--- config.mk ---
export PLATFORM = sky130hd
export DESIGN_NAME = square_animator
export DESIGN_NICKNAME = d
export VERILOG_FILES = /design/src/rtl/square_animator_pkg.sv /design/src/rtl/square_axis_mover.sv /design/src/rtl/square_animator.sv
export SDC_FILE = /design/constraint.sdc
export NUM_CORES = 1
export LEC_CHECK = 0
export ABC_CLOCK_PERIOD_IN_PS = 6800
export CAP_MARGIN = 20
export CORE_MARGIN = 8
export CORE_UTILIZATION = 45
export CTS_CLUSTER_SIZE = 14
export DETAILED_ROUTE_END_ITERATION = 6
export MAX_ROUTING_LAYER = met4
export PLACE_DENSITY = 0.72
export SKIP_CTS_REPAIR_TIMING = 1
export SLEW_MARGIN = 20
export SYNTH_ARGS = -nofsm -noshare
export SYNTH_HDL_FRONTEND = slang
export SYNTH_SLANG_ARGS = --single-unit
--- constraint.sdc ---
create_clock -name CLOCK_50 -period 6.8 [get_ports CLOCK_50]
set_clock_uncertainty 0.05 [all_clocks]
set_input_delay 0.68 -clock CLOCK_50 [delete_from_list [all_inputs] [get_ports CLOCK_50]]
set_output_delay 0.68 -clock CLOCK_50 [all_outputs]
set_load 0.02 [all_outputs]
--- src/rtl/square_animator_pkg.sv ---
// Constants shared with the VGA controller and the animator's state type.
package square_animator_pkg;
    localparam int H_ACTIVE = 640;
    localparam int V_ACTIVE = 480;
    localparam int RGB_W    = 8;
    localparam int CNT_W    = 11;

    typedef enum logic {
        ST_STOP = 1'b0,
        ST_RUN  = 1'b1
    } anim_state_e;
endpackage

--- src/rtl/square_axis_mover.sv ---
// One axis of the square's position: a position/direction register that bounces
// between 0 and LIMIT-SQ_SIZE in STEP increments whenever step_i is high.
module square_axis_mover
    import square_animator_pkg::*;
#(
    parameter int LIMIT   = 640,
    parameter int SQ_SIZE = 32,
    parameter int STEP    = 2,
    parameter int POS0    = 100,
    parameter bit DIR0    = 1'b0
) (
    input  logic             clk_i,
    input  logic             rst_n_i,
    input  logic             step_i,
    output logic [CNT_W-1:0] pos_o
);
    localparam int            MAX_INT  = LIMIT - SQ_SIZE;
    localparam logic [CNT_W:0] MAX_EXT  = MAX_INT[CNT_W:0];
    localparam logic [CNT_W:0] STEP_EXT = STEP[CNT_W:0];

    logic [CNT_W-1:0] pos_q, pos_d;
    logic             dir_q, dir_d;   // 0 = increasing, 1 = decreasing

    always_comb begin
        pos_d = pos_q;
        dir_d = dir_q;
        if (step_i) begin
            if (!dir_q) begin
                if (({1'b0, pos_q} + STEP_EXT) >= MAX_EXT) begin
                    pos_d = MAX_EXT[CNT_W-1:0];
                    dir_d = 1'b1;
                end else begin
                    pos_d = pos_q + STEP_EXT[CNT_W-1:0];
                end
            end else begin
                if ({1'b0, pos_q} <= STEP_EXT) begin
                    pos_d = '0;
                    dir_d = 1'b0;
                end else begin
                    pos_d = pos_q - STEP_EXT[CNT_W-1:0];
                end
            end
        end
    end

    always_ff @(posedge clk_i or negedge rst_n_i) begin
        if (!rst_n_i) begin
            pos_q <= POS0[CNT_W-1:0];
            dir_q <= DIR0;
        end else begin
            pos_q <= pos_d;
            dir_q <= dir_d;
        end
    end

    assign pos_o = pos_q;
endmodule

--- src/rtl/square_animator.sv ---
// Pixel source for a single bouncing square: registered RGB per pixel enable,
// position stepped once per frame on the first blanking line while MOVE_N is low.
module square_animator
    import square_animator_pkg::*;
#(
    parameter int          SQ_SIZE = 32,
    parameter int          STEP    = 2,
    parameter int          X0      = 100,
    parameter int          Y0      = 100,
    parameter bit          X_DIR0  = 1'b0,
    parameter bit          Y_DIR0  = 1'b0,
    parameter logic [23:0] BG_RGB  = 24'h000040
) (
    input  logic             CLOCK_50,
    input  logic             RESET_N,
    input  logic             PIX_EN,
    input  logic [CNT_W-1:0] HCNT,
    input  logic [CNT_W-1:0] VCNT,
    input  logic             IAA,
    input  logic             MOVE_N,
    input  logic [2:0]       COLOR_SEL,
    output logic [RGB_W-1:0] PIX_R,
    output logic [RGB_W-1:0] PIX_G,
    output logic [RGB_W-1:0] PIX_B,
    output logic             FRAME_TICK
);
    localparam logic [CNT_W-1:0] V_TICK  = V_ACTIVE[CNT_W-1:0];
    localparam logic [CNT_W:0]   SQ_EXT  = SQ_SIZE[CNT_W:0];

    logic [1:0]       move_sync_q;
    anim_state_e      state_q, state_d;
    logic             tick_now, axis_step, frame_tick_q;
    logic [CNT_W-1:0] x_pos, y_pos;
    logic [CNT_W:0]   x_end, y_end;
    logic             in_sq;
    logic [23:0]      sq_rgb, rgb_q, rgb_d;

    assign tick_now  = PIX_EN && (VCNT == V_TICK) && (HCNT == '0);
    assign axis_step = tick_now && (state_d == ST_RUN);

    // The state decision and the position step share one edge, so motion starts
    // on the very tick that first sees MOVE_N low.
    always_comb begin
        state_d = state_q;
        if (tick_now) begin
            state_d = move_sync_q[1] ? ST_STOP : ST_RUN;
        end
    end

    square_axis_mover #(
        .LIMIT(H_ACTIVE), .SQ_SIZE(SQ_SIZE), .STEP(STEP), .POS0(X0), .DIR0(X_DIR0)
    ) u_x (
        .clk_i(CLOCK_50), .rst_n_i(RESET_N), .step_i(axis_step), .pos_o(x_pos)
    );

    square_axis_mover #(
        .LIMIT(V_ACTIVE), .SQ_SIZE(SQ_SIZE), .STEP(STEP), .POS0(Y0), .DIR0(Y_DIR0)
    ) u_y (
        .clk_i(CLOCK_50), .rst_n_i(RESET_N), .step_i(axis_step), .pos_o(y_pos)
    );

    // End coordinates carry an extra bit so a square at the right edge cannot wrap.
    assign x_end = {1'b0, x_pos} + SQ_EXT;
    assign y_end = {1'b0, y_pos} + SQ_EXT;
    assign in_sq = (HCNT >= x_pos) && ({1'b0, HCNT} < x_end) &&
                   (VCNT >= y_pos) && ({1'b0, VCNT} < y_end);
    assign sq_rgb = (COLOR_SEL == 3'b000) ? 24'hFFFFFF :
                    {{RGB_W{COLOR_SEL[2]}}, {RGB_W{COLOR_SEL[1]}}, {RGB_W{COLOR_SEL[0]}}};

    always_comb begin
        rgb_d = rgb_q;
        if (PIX_EN) begin
            if (!IAA)       rgb_d = '0;
            else if (in_sq) rgb_d = sq_rgb;
            else            rgb_d = BG_RGB;
        end
    end

    always_ff @(posedge CLOCK_50 or negedge RESET_N) begin
        if (!RESET_N) begin
            move_sync_q  <= 2'b11;
            state_q      <= ST_STOP;
            frame_tick_q <= 1'b0;
            rgb_q        <= '0;
        end else begin
            move_sync_q  <= {move_sync_q[0], MOVE_N};
            state_q      <= state_d;
            frame_tick_q <= tick_now;
            rgb_q        <= rgb_d;
        end
    end

    assign PIX_R      = rgb_q[23:16];
    assign PIX_G      = rgb_q[15:8];
    assign PIX_B      = rgb_q[7:0];
    assign FRAME_TICK = frame_tick_q;
endmodule

-- Yosys cells after proc, flatten, opt, wreduce, memory -nomap -nowiden
Cells that the tools add are included.
- flip-flop bits (word level): 52
- bits in latches: 0
- memory bits (writable): 0
- bits in read-only memories: 0
- output and inout bits: 25
- memories kept: 0
- $add $sub $neg: 8
- multiply operators: 0
- divide/modulo/power cells: 0
- $lt $le $gt $ge: 8
- equality and inequality tests: 1
- shifts and indexed selects: 0
- muxes and demuxes: 17
- bitwise gates (word level): 0
- reductions and logical operators: 8
- operators with widths (operator ; count):
    2-to-1 mux 24 bit ; 3
    2-to-1 mux 11 bit ; 6
    adder 11 x 2 -> 12 bit (second input constant) ; 2
    adder 11 x 6 -> 12 bit (second input constant) ; 2
    less-than comparator 11 x 12 -> 1 bit ; 2
    adder 11 x 2 -> 11 bit (second input constant) ; 2
    greater-or-equal comparator 11 bit ; 2
    <= comparator 11 x 2 -> 1 bit (second input constant) ; 2
    subtractor 11 x 2 -> 11 bit (second input constant) ; 2
    greater-or-equal comparator 12 x 10 -> 1 bit (second input constant) ; 1
    greater-or-equal comparator 12 x 9 -> 1 bit (second input constant) ; 1
    == test 11 x 9 -> 1 bit (second input constant) ; 1
    zero test 11 bit ; 1
    2-to-1 mux 1 bit ; 8
    logical AND 1 bit ; 6
    zero test 3 bit ; 1

-- Logic depth before layout (Yosys ltp)
- word-level depth: 7
- gate-level depth with buffers: 10
- gate-level depth less buffers: 10

-- Modules after synthesis
A second synthesis with hierarchy kept.
- cell total of the unflattened synthesis: 452
- area, all modules: 3672.3 um2
- by module, submodules not included (module ; instances ; cells an instance ; area each (um2) ; seq. area each (um2)):
    square_animator ; 1 ; 190 ; 1488.9 ; 177.7
    square_axis_mover at u_y ; 1 ; 126 ; 1099.8 ; 279.0
    square_axis_mover at u_x ; 1 ; 136 ; 1083.5 ; 279.0

-- Least setup slack after synthesis
No wires, ideal clock.
- path kind: flip-flop to flip-flop
- start: register u_y.pos_q[5], in the netlist u_y.pos_o[5]
- end: register rgb_q[6]
- setup time: 0.124 ns
- arrival time: 2.470 ns
- data required time: 6.626 ns
- path slack: 4.156 ns
- cell stages (with the launch flop): 9
- buffers on the path: 0
- clock period less this slack: 2.644 ns
- cells stage by stage: dfstp_2 ha_1 xnor2_1 ha_1 a2111oi_0 a211oi_1 a221oi_1 o211ai_1 o31a_1
- word-level cells in the longest chain between the ends: 5
- elaborated cells on any way between the ends: 7
- those cells by class: 1 x add/sub; 2 x order compare; 2 x mux; 2 x reduce/logical
- RTL lines (what ; RTL line ; source):
    start, declared ; square_axis_mover.sv:21 ; logic [CNT_W-1:0] pos_q, pos_d;
    start signal, assigned ; square_axis_mover.sv:48 ; pos_q <= POS0[CNT_W-1:0];
    start signal, assigned ; square_axis_mover.sv:51 ; pos_q <= pos_d;
    adder 11 x 6 -> 12 bit or greater-or-equal comparator 11 bit (tied branches) ; square_animator.sv:64, square_animator.sv:66 ;
    less-than comparator 11 x 12 -> 1 bit or logical AND 1 bit (tied branches) ; square_animator.sv:66, square_animator.sv:65 ;
    logical AND 1 bit * ; square_animator.sv:66 ; (VCNT >= y_pos) && ({1'b0, VCNT} < y_end);
    2-to-1 mux 24 bit * ; square_animator.sv:74 ; else if (in_sq) rgb_d = sq_rgb;
    2-to-1 mux 24 bit * ; square_animator.sv:73 ; if (!IAA) rgb_d = '0;
    end signal, assigned ; square_animator.sv:89 ; rgb_q <= rgb_d;
    end, declared ; square_animator.sv:36 ; logic [23:0] sq_rgb, rgb_q, rgb_d;
Every way passes the cells marked *; elsewhere a longest branch is shown, timed or not.
A chain may end at the register's enable or synchronous reset.

-- Worst setup path in the final report
- start: input port VCNT[10]
- end: register u_y.pos_q[7], in the netlist u_y.pos_o[7]
- word-level cells in the longest chain between the ends: 5
- RTL lines (what ; RTL line ; source):
    start, declared ; square_animator.sv:18 ; input logic [CNT_W-1:0] VCNT,
    == test 11 x 9 -> 1 bit * ; square_animator.sv:38 ; assign tick_now = PIX_EN && (VCNT == V_TICK) && (HCNT == '0);
    logical AND 1 bit * (2 in series) ; square_animator.sv:38 ;
    2-to-1 mux 1 bit ; square_animator.sv:45 ; if (tick_now) begin
    logical AND 1 bit * ; square_animator.sv:39 ; assign axis_step = tick_now && (state_d == ST_RUN);
Marks and branches as above.

==> flow_metrics.py <==
metrics = {
    "status": {
        "status": "completed",
    },
    "yosys": {
        "syn_nets": 473,
        "synthTopCellsByArea": "dfrtp_1 16%, ha_1 16%, dfstp_2 6.5%, buf_4 4.9%, o21ai_0 4.8%",
        "synth_warnings": 0,
        "synthArstFlopShare": 1.000,
        "syn_area_um2": 3237,
        "synth_top_flop_cell": "dfrtp_1",
        "synth-edff-count": 0,
        "syn_area_per_cell_um2": 8.072,
        "syn_inst": 401,
        "ys_seq_area_frac": 0.2273,
        "yosys.area.top_type": "dfrtp_1",
        "synth.distinct_cells": 58,
        "yosysTopAreaCellShare": 0.1624,
        "synth_seq_cells": 29,
    },
    "critical_path": {
        "slowest_delay_ps": 700,
        "critical_path_class": "primary input to register",
        "arrival_ps": 3360,
        "cpMaxStageDelayCell": "or3_1",
        "required_ps": 6920,
        "reg2reg_from": "u_y.pos_o[5]$_DFFE_PN1P_",
        "reg2reg_depth": 8,
        "cp_max_fo": 21,
        "start_kind": "primary input",
        "critPathBufInv": 1,
        "crit_chain": "clkdlybuf4s50_1, nor4_1, nand4_1, or3_1, or3_1, a211oi_1, nor2_1",
        "crit_start": "VCNT[10]",
        "endpoint_kind": "register",
        "cp.depth": 7,
        "worst_path_most_repeated_cell": "or3_1",
        "crit_family": "simple AND/OR/NAND/NOR gates",
    },
    "layout": {
        "layout_commonest_cell": "clkdlybuf4s50_1",
        "nets": 499,
        "mostFrequentLayoutCells": "54 x clkdlybuf4s50_1, 42 x ha_1, 31 x o21ai_0",
        "antenna_cells": 0,
        "drive_gt1_frac": 0.06075,
        "n_fill_cell": 672,
        "area_growth_pct": 16.66,
    },
    "global_routing": {
        "antenna_found_initial": 0,
        "grtUsageMet1": 0.2257,
        "grt-busiest-layer": "met2",
        "grt_pass1_wl_um": 15230,
        "grt_max_degree": 30,
        "grt_pass1_vias": 3148,
        "grt_use_met2": 0.3164,
        "gr-usage-all-layers": 0.1899,
        "grt-ovfl-total": 0,
        "met3_usage": 0.02486,
    },
    "place": {
        "gp_congestion": 0.9166,
        "io_buffers": 54,
        "dp_hpwl_um": 6895,
        "pre_cts_slack_ps": 3294,
    },
    "detailed_routing": {
        "via_per_inst": 5.882,
        "routed_wl_um": 8761,
        "final_antenna_net_count": 0,
        "vias": 3100,
        "drt-pass1-iter-count": 4,
        "drt_iter0_drc": 152,
        "routedWlPerCell_um": 16.62,
        "drc": 0,
    },
    "die": {
        "die-width_um": 100.8,
        "die_h_um": 100.8,
        "rows": 31,
        "initial_core_util": 0.4560,
        "dieArea_um2": 10160,
        "ios": 55,
        "core_um2": 7098,
    },
    "worst_hold_path": {
        "holdPathStages": 0,
        "min_from": "move_sync_q[0]$_DFF_PN1_",
        "hold_class": "register to register",
    },
    "sta": {
        "finalHoldViolCount": 0,
        "whs_ps": 307.2,
        "post-route-min-period_ps": 3241,
        "drv_slew": 0,
        "finalSetupViolCount": 0,
        "fin_ws_ps": 3559,
        "rsz0062_at_grt": "false",
        "clock.fmax_mhz": 308.6,
        "finalCritPeriodShare": 0.4766,
        "maxSlewHeadroom": 0.5132,
        "worstMarginPinSlew_ps": 730.2,
        "fin_setup_tns_ps": 0,
    },
    "clock_tree": {
        "root_buffer": "clkbuf_8",
        "clk_pin_slew_ps": 70,
        "clock_latency_ps": 280,
        "cts.sinks": 29,
        "clock_path_buffers": 2,
        "cts_tree": "yes",
        "numCtsBuffers": 5,
        "cts_max_level": 2,
    },
    "run": {
        "maxCapViolations": 0,
    },
    "power": {
        "leakage_uw": 0.001437,
        "pwr_density_cell_nw_per_um2": 100.1,
        "ir_worst_vdd_mv": 0.09311,
    },
}
metrics by stage:
stage               total power [uW]  cell area [um^2]  utilization  cells
finish                         378.1              3776       0.5320    527
global route                   396.1              3776       0.5320    527
CTS                            382.9              3776       0.5320    527
detailed placement             241.3              3690       0.5198    519
global placement               240.0              3690       0.5198    519
floorplan                      206.9              3237            -    401
Yosys cell counts (3+ instances only):
cell type,n
nand4_1,8
xnor2_1,16
nand3_1,22
o31ai_1,5
and2_1,4
clkbuf_1,9
dfrtp_1,21
nand2_1,25
or4_1,3
buf_2,7
a31oi_1,3
a21o_1,3
dfstp_2,8
o211ai_1,9
o22ai_1,5
o2111ai_1,3
nor3_1,12
a21oi_1,17
buf_4,21
inv_1,28
o32ai_1,3
o21a_1,3
nand2b_1,3
nor2_1,28
and3_1,5
or3_1,5
ha_1,42
o21ai_0,31
nor4_1,7
a211oi_1,9
logic make-up after synthesis:
family                   Yosys count  synth area share
adder cells (fa/ha/maj)           42            0.1623
buffers and inverters             65            0.1024
XOR/XNOR                          16           0.04329
AND/OR/NAND/NOR                  132            0.2142
flip-flops                        29            0.2273
multiplexers                       3           0.01121
AO/OA/AOI/OAI                    114            0.2393
report_power, final:
part	internal, uW	total (uW)	switching [uW]
clock network	70.5	140	69.4
registers	175	176	1.49
logic	32.7	62.0	29.4
worst reg2reg max path: cells and delay by family, from the launching register on:
family          cells  cell delay, ps
compound gates      5            1660
xor+xnor            1             160
fa+ha+maj           2             490
flops               1             590
metal layers:
metal,up-vias,share of wire
li1,1530,-
met1,1470,0.44
met2,83,0.49
met3,17,0.041
met4,0,0.021
met5,-,0
final timing paths:
check	slack [ps]	to
min in group asynchronous	750	u_y.pos_o[4]$_DFFE_PN0P_
worst min-delay path	310	move_sync_q[1]$_DFF_PN1_
max in group asynchronous	5620	u_x.pos_o[2]$_DFFE_PN1P_
worst min register to register	310	move_sync_q[1]$_DFF_PN1_
worst max register to register	3730	rgb_q[6]$_DFFE_PN0P_
worst max-delay path	3560	u_y.pos_o[7]$_DFFE_PN0P_
flip-flops by register name, summed over array words and instances, names as in the netlist:
signal and cells:
u_x.pos_o 10, u_y.pos_o 10, rgb_q 4, move_sync_q 2, FRAME_TICK 1, u_x.dir_q 1
u_y.dir_q 1
layout make-up:
type | instances | area [um^2] | area share
Timing Repair Buffer | 56 | 555.5 | 0.1471
Multi-Input combinational cell | 307 | 2170 | 0.5746
Inverter | 28 | 105.1 | 0.02783
Clock buffer | 5 | 68.82 | 0.01822
Tap cell | 99 | 123.9 | 0.03280
Sequential cell | 29 | 735.7 | 0.1948
Clock inverter | 3 | 17.52 | 0.004639
No activity file was read; power rests on OpenSTA's default activity.
